<file path="config.mk">
export PLATFORM = sky130hd
export DESIGN_NAME = fifo_sync_param
export DESIGN_NICKNAME = d
export VERILOG_FILES = /design/src/rtl/fifo_sync_param.sv
export SDC_FILE = /design/constraint.sdc
export NUM_CORES = 1
export LEC_CHECK = 0
export BUFFER_PORTS_ARGS = -buffer_cell sky130_fd_sc_hd__buf_2
export CORE_MARGIN = 4
export CORE_UTILIZATION = 54
export CTS_CLUSTER_SIZE = 8
export DETAILED_ROUTE_END_ITERATION = 10
export PLACE_DENSITY = 0.82
export SYNTH_ARGS = -nofsm -noshare
export SYNTH_HDL_FRONTEND = slang
export SYNTH_SLANG_ARGS = --single-unit
export TNS_END_PERCENT = 20
</file>
<file path="constraint.sdc">
create_clock -name clk -period 3.1 [get_ports clk]
set_input_delay 0.62 -clock clk [delete_from_list [all_inputs] [get_ports clk]]
set_output_delay 0.62 -clock clk [all_outputs]
set_load 0.005 [all_outputs]
</file>
<file path="src/rtl/fifo_sync_param.sv">
// Synchronous single-clock FIFO with occupancy count, almost-full/empty
// thresholds and sticky overflow/underflow flags. Illegal writes on full and
// reads on empty are refused and flagged, leaving the FIFO state unchanged.
module fifo_sync_param #(
    parameter int unsigned ENTRIES  = 4,
    parameter int unsigned DATA_W   = 8,
    parameter int unsigned AF_LEVEL = ENTRIES - 1,
    parameter int unsigned AE_LEVEL = 1
) (
    input  logic                      clk,
    input  logic                      rst,
    input  logic                      in_write_ctrl,
    input  logic [DATA_W-1:0]         in_write_data,
    input  logic                      in_read_ctrl,
    input  logic                      in_clear_err,
    output logic [DATA_W-1:0]         out_read_data,
    output logic                      out_read_valid,
    output logic                      out_is_empty,
    output logic                      out_is_full,
    output logic [$clog2(ENTRIES):0]  out_count,
    output logic                      out_almost_full,
    output logic                      out_almost_empty,
    output logic                      out_overflow,
    output logic                      out_underflow
);

    localparam int unsigned COUNT_W = $clog2(ENTRIES) + 1;
    localparam int unsigned PTR_W   = $clog2(ENTRIES);

    localparam logic [COUNT_W-1:0] FULL_CNT = COUNT_W'(ENTRIES);
    localparam logic [COUNT_W-1:0] AF_CNT   = COUNT_W'(AF_LEVEL);
    localparam logic [COUNT_W-1:0] AE_CNT   = COUNT_W'(AE_LEVEL);
    localparam logic [PTR_W-1:0]   PTR_LAST = PTR_W'(ENTRIES - 1);

    logic [DATA_W-1:0]  mem [ENTRIES];
    logic [PTR_W-1:0]   wp;
    logic [PTR_W-1:0]   rp;
    logic [COUNT_W-1:0] count;
    logic               rd_ok;
    logic               wr_ok;

    // Accept decisions; a write on full is only legal alongside an accepted read.
    always_comb begin
        rd_ok = in_read_ctrl && (count != '0);
        wr_ok = in_write_ctrl && ((count != FULL_CNT) || rd_ok);
    end

    // Storage array; contents are deliberately not reset.
    always_ff @(posedge clk) begin
        if (!rst && wr_ok) begin
            mem[wp] <= in_write_data;
        end
    end

    // Pointers, occupancy, read data and sticky error flags.
    always_ff @(posedge clk) begin
        if (rst) begin
            wp             <= '0;
            rp             <= '0;
            count          <= '0;
            out_read_data  <= '0;
            out_read_valid <= 1'b0;
            out_overflow   <= 1'b0;
            out_underflow  <= 1'b0;
        end else begin
            if (wr_ok) begin
                wp <= (wp == PTR_LAST) ? '0 : wp + PTR_W'(1);
            end
            if (rd_ok) begin
                out_read_data <= mem[rp];
                rp            <= (rp == PTR_LAST) ? '0 : rp + PTR_W'(1);
            end
            out_read_valid <= rd_ok;
            case ({wr_ok, rd_ok})
                2'b10:   count <= count + COUNT_W'(1);
                2'b01:   count <= count - COUNT_W'(1);
                default: count <= count;
            endcase
            // A new error event wins over a simultaneous clear.
            if (in_write_ctrl && !wr_ok) begin
                out_overflow <= 1'b1;
            end else if (in_clear_err) begin
                out_overflow <= 1'b0;
            end
            if (in_read_ctrl && !rd_ok) begin
                out_underflow <= 1'b1;
            end else if (in_clear_err) begin
                out_underflow <= 1'b0;
            end
        end
    end

    // Status decoded purely from the registered count.
    always_comb begin
        out_count        = count;
        out_is_empty     = (count == '0);
        out_is_full      = (count == FULL_CNT);
        out_almost_full  = (count >= AF_CNT);
        out_almost_empty = (count <= AE_CNT);
    end

endmodule

</file>
==> results of run 1 <==
==> power by group through the flow <==
| stage | Sequential (mW) | Clock (mW) | Combinational (mW) |
|---|---|---|---|
| after floorplan | 0.853 | 0 | 0.404 |
| after global placement | 0.875 | 0 | 0.516 |
| after detailed placement | 0.886 | 0 | 0.535 |
| after CTS | 0.871 | 0.406 | 0.539 |
| after global routing | 0.887 | 0.438 | 0.596 |
| final | 0.870 | 0.400 | 0.532 |
==> per-stage QoR <==
step                      utilization  power [mW]
after CTS                      0.6434       1.816
after detailed placement       0.6172       1.421
final                          0.6434       1.802
after global placement         0.6172       1.391
after global routing           0.6434       1.921
after floorplan                     -       1.257
==> logic make-up after synthesis <==
logic type                 synth area share
DFF                                  0.6237
and+or+nand+nor                      0.1057
AOI/OAI and AO/OA                   0.07738
buffers and inverters               0.03248
adders and majority gates           0.06379
muxes                               0.09687
==> flip-flops by register name (all words and copies together) (netlist names) <==
signal / cells
out_count: 3
out_overflow: 1
out_read_valid: 1
out_read_data: 8
wp: 2
rp: 2
mem: 32
out_underflow: 1
==> cell usage in the layout (no fill, tap or decap), drive strengths merged, types with 2 or more instances in the layout <==
cell type / netlist / final
a21oi: 15 / 15
a31oi: 2 / 2
and2: 4 / 4
and2b: 2 / 2
buf: 4 / 30
clkbuf: 2 / 5
dfxtp: 18 / 18
edfxtp: 32 / 32
ha: 10 / 10
inv: 9 / 11
mux4: 8 / 8
nand2: 21 / 21
nand2b: 3 / 3
nor2: 11 / 11
nor2b: 2 / 2
o21ai: 6 / 6
or3: 2 / 2
==> worst max-delay path, stage by stage, from the launching register on <==
cell and delay [ns]:
dfxtp_1 0.36, inv_1 0.18, ha_1 0.31, nor2b_4 0.23, buf_2 0.13
==> final timing paths <==
check | start | cells past startpoint | slack [ns] | to
max | out_count[1] | 4 | 0.96 | out_is_empty
min | out_read_data[4] | 2 | 0.46 | out_read_data[4]
max reg2reg | out_count[1] | 6 | 1.07 | mem[0][7]
min reg2reg | out_read_data[4] | 2 | 0.46 | out_read_data[4]
==> per-layer routing <==
metal  share of wire  GRT usage
met5               0          0
met1            0.44     0.2309
met2            0.49     0.2578
met3           0.053    0.04688
met4           0.014    0.06054
==> cell type report <==
type | instances | area [µm²] | share of cell area
flip-flops and latches | 50 | 1321 | 0.5526
clock buffers | 5 | 68.82 | 0.02878
inverters | 9 | 33.78 | 0.01413
clock inverters | 3 | 28.78 | 0.01204
multi-input cells | 94 | 728.2 | 0.3046
repair buffers | 30 | 150.1 | 0.06279
well taps | 48 | 60.06 | 0.02512
==> out/summary.txt, run 1 <==
Final #Nets = 213
Post-Layout Cell Count = 239
Initial Util = 0.5700
Detail Route Antenna Nets = 0
CP Max Fanout = 8
GPL Wtd Cong = 0.8206
Mapped Cells = 159
RSZ-0062 raised after global routing = no
Die Ht = 70.63 µm
Worst-Skew Late Latency = 0.30 ns
filler instances = 284
ys flop type = edfxtp_1
Synth top area share = 0.4536
# DRC = 0
largest net degree at the start of global routing = 22
Port Buffers = 30
most frequent cell after synthesis = edfxtp_1
H-tree depth = 2
Cells after DPL = 231
Root Buffer = clkbuf_8
worst path required time = 2.48 ns
Final WS setup = 0.9641 ns
setup TNS = 0 ns
post-synth cell types = 30
max_slew headroom = 0.5958
Final min period = 2.136 ns
critical path class = reg -> out
Netlist Area Pre-Place = 2118 µm²
num ports = 31
share of layout cells above drive strength 1 = 0.2723
worst hold-check path type = reg -> reg
P_int = 1.222 mW
Post-Syn Nets = 182
Avg Cell Area, Syn = 13.32 µm²
Post-DP HPWL = 2883 µm
TritonCTS buffer count = 5
pre-CTS setup slack = 1.067 ns
Worst Tran Pin Value = 0.6055 ns
Post-Route WL = 3824 µm
initial antenna violation count = 0
Max Root-Sink Buffers = 2
CP endpoint kind = primary output
Power Density = 753.6 nW/µm²
ys async rst share = 0
TritonCTS clock tree = built
routed len/inst = 16.00 µm
part of the power in registers = 0.483
final hold violation count = 0
MaxCap Viol Count = 0
P_leak = 0.9377 nW
register area share after synthesis = 0.6237
maximum VDD drop = 0.3576 mV
Setup-failing EPs final = 0
finished layout cell area = 2391 µm²
Hold Slack = 0.4623 ns
row count = 22
full die area = 4989 µm²
vias per inst = 5.506
core area = 3716 µm²
Initial DRC Count = 41
post_cts resized = 0
Worst-path clk slew = 0.09 ns
first-pass GRT wire length = 6417 µm
Setup Fix Bufs, Post-CTS = 0
Ys Warns = 0
status = finished clean
Final Cycle Share = 0.6890
Synth area leader = edfxtp_1
max-slew violations = 0
Psw = 580.1 µW
Ant. Diodes = 0
vias in the first global route = 1236
number of synthesized flops with an enable pin = 32
top cells by count, synth = edfxtp_1, nand2_1, dfxtp_1, a21oi_1, nor2_1
logic gate share of total power = 0.295
Fmax = 0.4682 GHz
Synth area leaders = edfxtp_1, dfxtp_1, mux4_2
total grt overflow = 0
Synth Register Bits = 50
Num Clock Sinks = 50
Setup crit start kind = register
Post-DP Area = 2293 µm²
total global-route track usage = 0.1679
WP data arrival = 1.52 ns
Hold-fix buffers, CTS = 0
width of the die = 70.63 µm
clock network fraction of total power = 0.222
Layout Skew = 0.002681 ns
vias = 1316
1st-pass router iterations = 4
Sw Ratio = 0.3219
Area Growth Syn to Fin = 12.88%
(Power assumes the default switching activity.)
==> inputs of run 2 (changes only) <==
==> constraint.sdc (replaced) <==
create_clock -name clk -period 2.08 [get_ports clk]
set_input_delay 0.416 -clock clk [delete_from_list [all_inputs] [get_ports clk]]
set_output_delay 0.416 -clock clk [all_outputs]
set_load 0.005 [all_outputs]
==> out/summary.txt, run 2 (synthesis gave the netlist of run 1 again) <==
logic gate share of total power = 0.309 (+0.014)
register name with the most flops = mem
footprint of the multi-input gates = 735.7 µm² (+1.0%)
Port Buffers = 30 (unchanged)
Initial DRC Count = 61 (+49%)
MaxCap Viol Count = 0 (unchanged)
Final Util = 0.6434 (unchanged)
worst path required time = 2.13 ns (-0.35 ns)
Max Used Layer = met4
WP data arrival = 1.96 ns (+0.44 ns)
Layout Skew = 0.005415 ns (+0.002735 ns)
Worst-path clk slew = 0.09 ns (about the same)
critical path class = reg -> reg
met3 wire len = 286 µm (+41%)
part of the power in registers = 0.484 (about the same)
Initial Util = 0.5700 (unchanged)
Worst Tran Pin Value = 0.6115 ns (+0.006014 ns)
P_leak = 0.9332 nW (-0.48%)
Final min period = 1.913 ns
Post-DP HPWL = 2916 µm (+1.1%)
most frequent cells in the layout = edfxtp_1, buf_2, nand2_1
wl on met1 = 1646 µm (-2.9%)
TritonCTS clock tree = built
max reg flops = 32 (unchanged)
Final Cycle Share = 0.9199
Area Growth Syn to Fin = 12.88% (unchanged)
Hold-fix buffers, CTS = 0 (unchanged)
# DRC = 0 (unchanged)
Detail Route Antenna Nets = 0 (unchanged)
Final #Nets = 213 (unchanged)
Post-Route WL = 3937 µm (+3.0%)
Final WS setup = 0.1667 ns (-0.7974 ns)
worst hold-check path type = in -> reg
vias = 1322 (+0.46%)
row count = 22 (unchanged)
share of layout cells above drive strength 1 = 0.2984 (+0.02618)
Power Density = 1120 nW/µm² (+49%)
setup TNS = 0 ns (unchanged)
CP endpoint kind = register
first-pass GRT wire length = 6354 µm (-0.98%)
Psw = 864.5 µW (+49%)
Die Ht = 70.63 µm (unchanged)
routed wl met2 = 1955 µm (+4.6%)
largest net degree at the start of global routing = 22 (unchanged)
Sw Ratio = 0.3230 (+0.001055)
num ports = 31 (unchanged)
P_int = 1.812 mW (+48%)
full die area = 4989 µm² (unchanged)
CP Max Fanout = 8 (unchanged)
1st-pass router iterations = 4 (unchanged)
Root Buffer = clkbuf_8
Sequential cell area = 1321 µm² (unchanged)
total grt overflow = 0 (unchanged)
max-slew violations = 0 (unchanged)
TritonCTS buffer count = 5 (unchanged)
filler instances = 278 (-2.1%)
vias in the first global route = 1331 (+7.7%)
Setup Fix Bufs, Post-CTS = 0 (unchanged)
Crit path max-delay family = simple AND/OR/NAND/NOR gates
H-tree depth = 2 (unchanged)
Ant. Diodes = 0 (unchanged)
total global-route track usage = 0.1646 (-0.003278)
Fmax = 0.5226 GHz
maximum VDD drop = 0.5580 mV (+56%)
Slowest-stage cell, CP = dfxtp_1
CP bufs+invs = 1 (-1)
clock network fraction of total power = 0.207 (-0.015)
commonest non-fill, non-tap cell in the layout = edfxtp_1
Setup-failing EPs final = 0 (unchanged)
Num Clock Sinks = 50 (unchanged)
GPL Wtd Cong = 0.8178 (-0.34%)
RSZ-0062 raised after global routing = no
initial antenna violation count = 0 (unchanged)
Final Power = 2.677 mW (+49%)
final hold violation count = 0 (unchanged)
pre-CTS setup slack = 0.05786 ns (-1.009 ns)
core area = 3716 µm² (unchanged)
Setup crit start kind = register
width of the die = 70.63 µm (unchanged)
max_slew headroom = 0.5918 (-0.004015)
CP Cell Sequence = inv_1, ha_2, nand2_1, o21ai_2, nor2_1, and2_2
status = finished clean
Max Root-Sink Buffers = 2 (unchanged)
vias per inst = 5.531 (+0.46%)
largest stage delay on the critical path = 0.36 ns (about the same)
Worst-Skew Late Latency = 0.30 ns (about the same)
routed len/inst = 16.47 µm (+3.0%)
run 2: area by class of cell:
type	instances	area share
Sequential cell	50	0.5526
Multi-Input combinational cell	94	0.3077
Timing Repair Buffer	30	0.06279
Clock buffer	5	0.02878
Tap cell	48	0.02512
Inverter	9	0.01413
Clock inverter	3	0.008896
run 2: final timing paths:
| path | slack (ns) | startpoint | cells after the start | end |
|---|---|---|---|---|
| setup reg to reg | 0.17 | out_count[1] | 6 | mem[1][2] |
| setup / recovery | 0.17 | out_count[1] | 6 | mem[1][2] |
| hold / removal | 0.34 | in_write_data[0] | 1 | mem[0][0] |
| hold reg to reg | 0.46 | out_read_data[1] | 2 | out_read_data[1] |
run 2: layer usage:
metal / up-vias / global-route usage
li1: 630 / -
met4: 0 / 0.05428
met1: 633 / 0.2085
met3: 7 / 0.04972
met5: - / 0
met2: 52 / 0.2723
run 2: per-stage QoR:
step | hold WS, ns | instances | area [µm²]
after floorplan | 0.4527 | 159 | 2118
after global placement | 0.4433 | 231 | 2293
after detailed placement | 0.4453 | 231 | 2293
after CTS | 0.3322 | 239 | 2384
after global routing | 0.3329 | 239 | 2391
final | 0.3365 | 239 | 2391
run 2: what timing repair did:
action                                  4_1_cts  5_1_grt
hold endpoints to repair                      0        0
endpoints found under the setup margin        0       32
gates resized for setup                       0        5
run 2: power by group through the flow:
stage	combinational [mW]	sequential, mW	clock (mW)
after floorplan	0.602	1.27	0
after global placement	0.765	1.31	0
after detailed placement	0.809	1.32	0
after CTS	0.814	1.30	0.565
after global routing	0.916	1.32	0.608
final	0.828	1.29	0.554
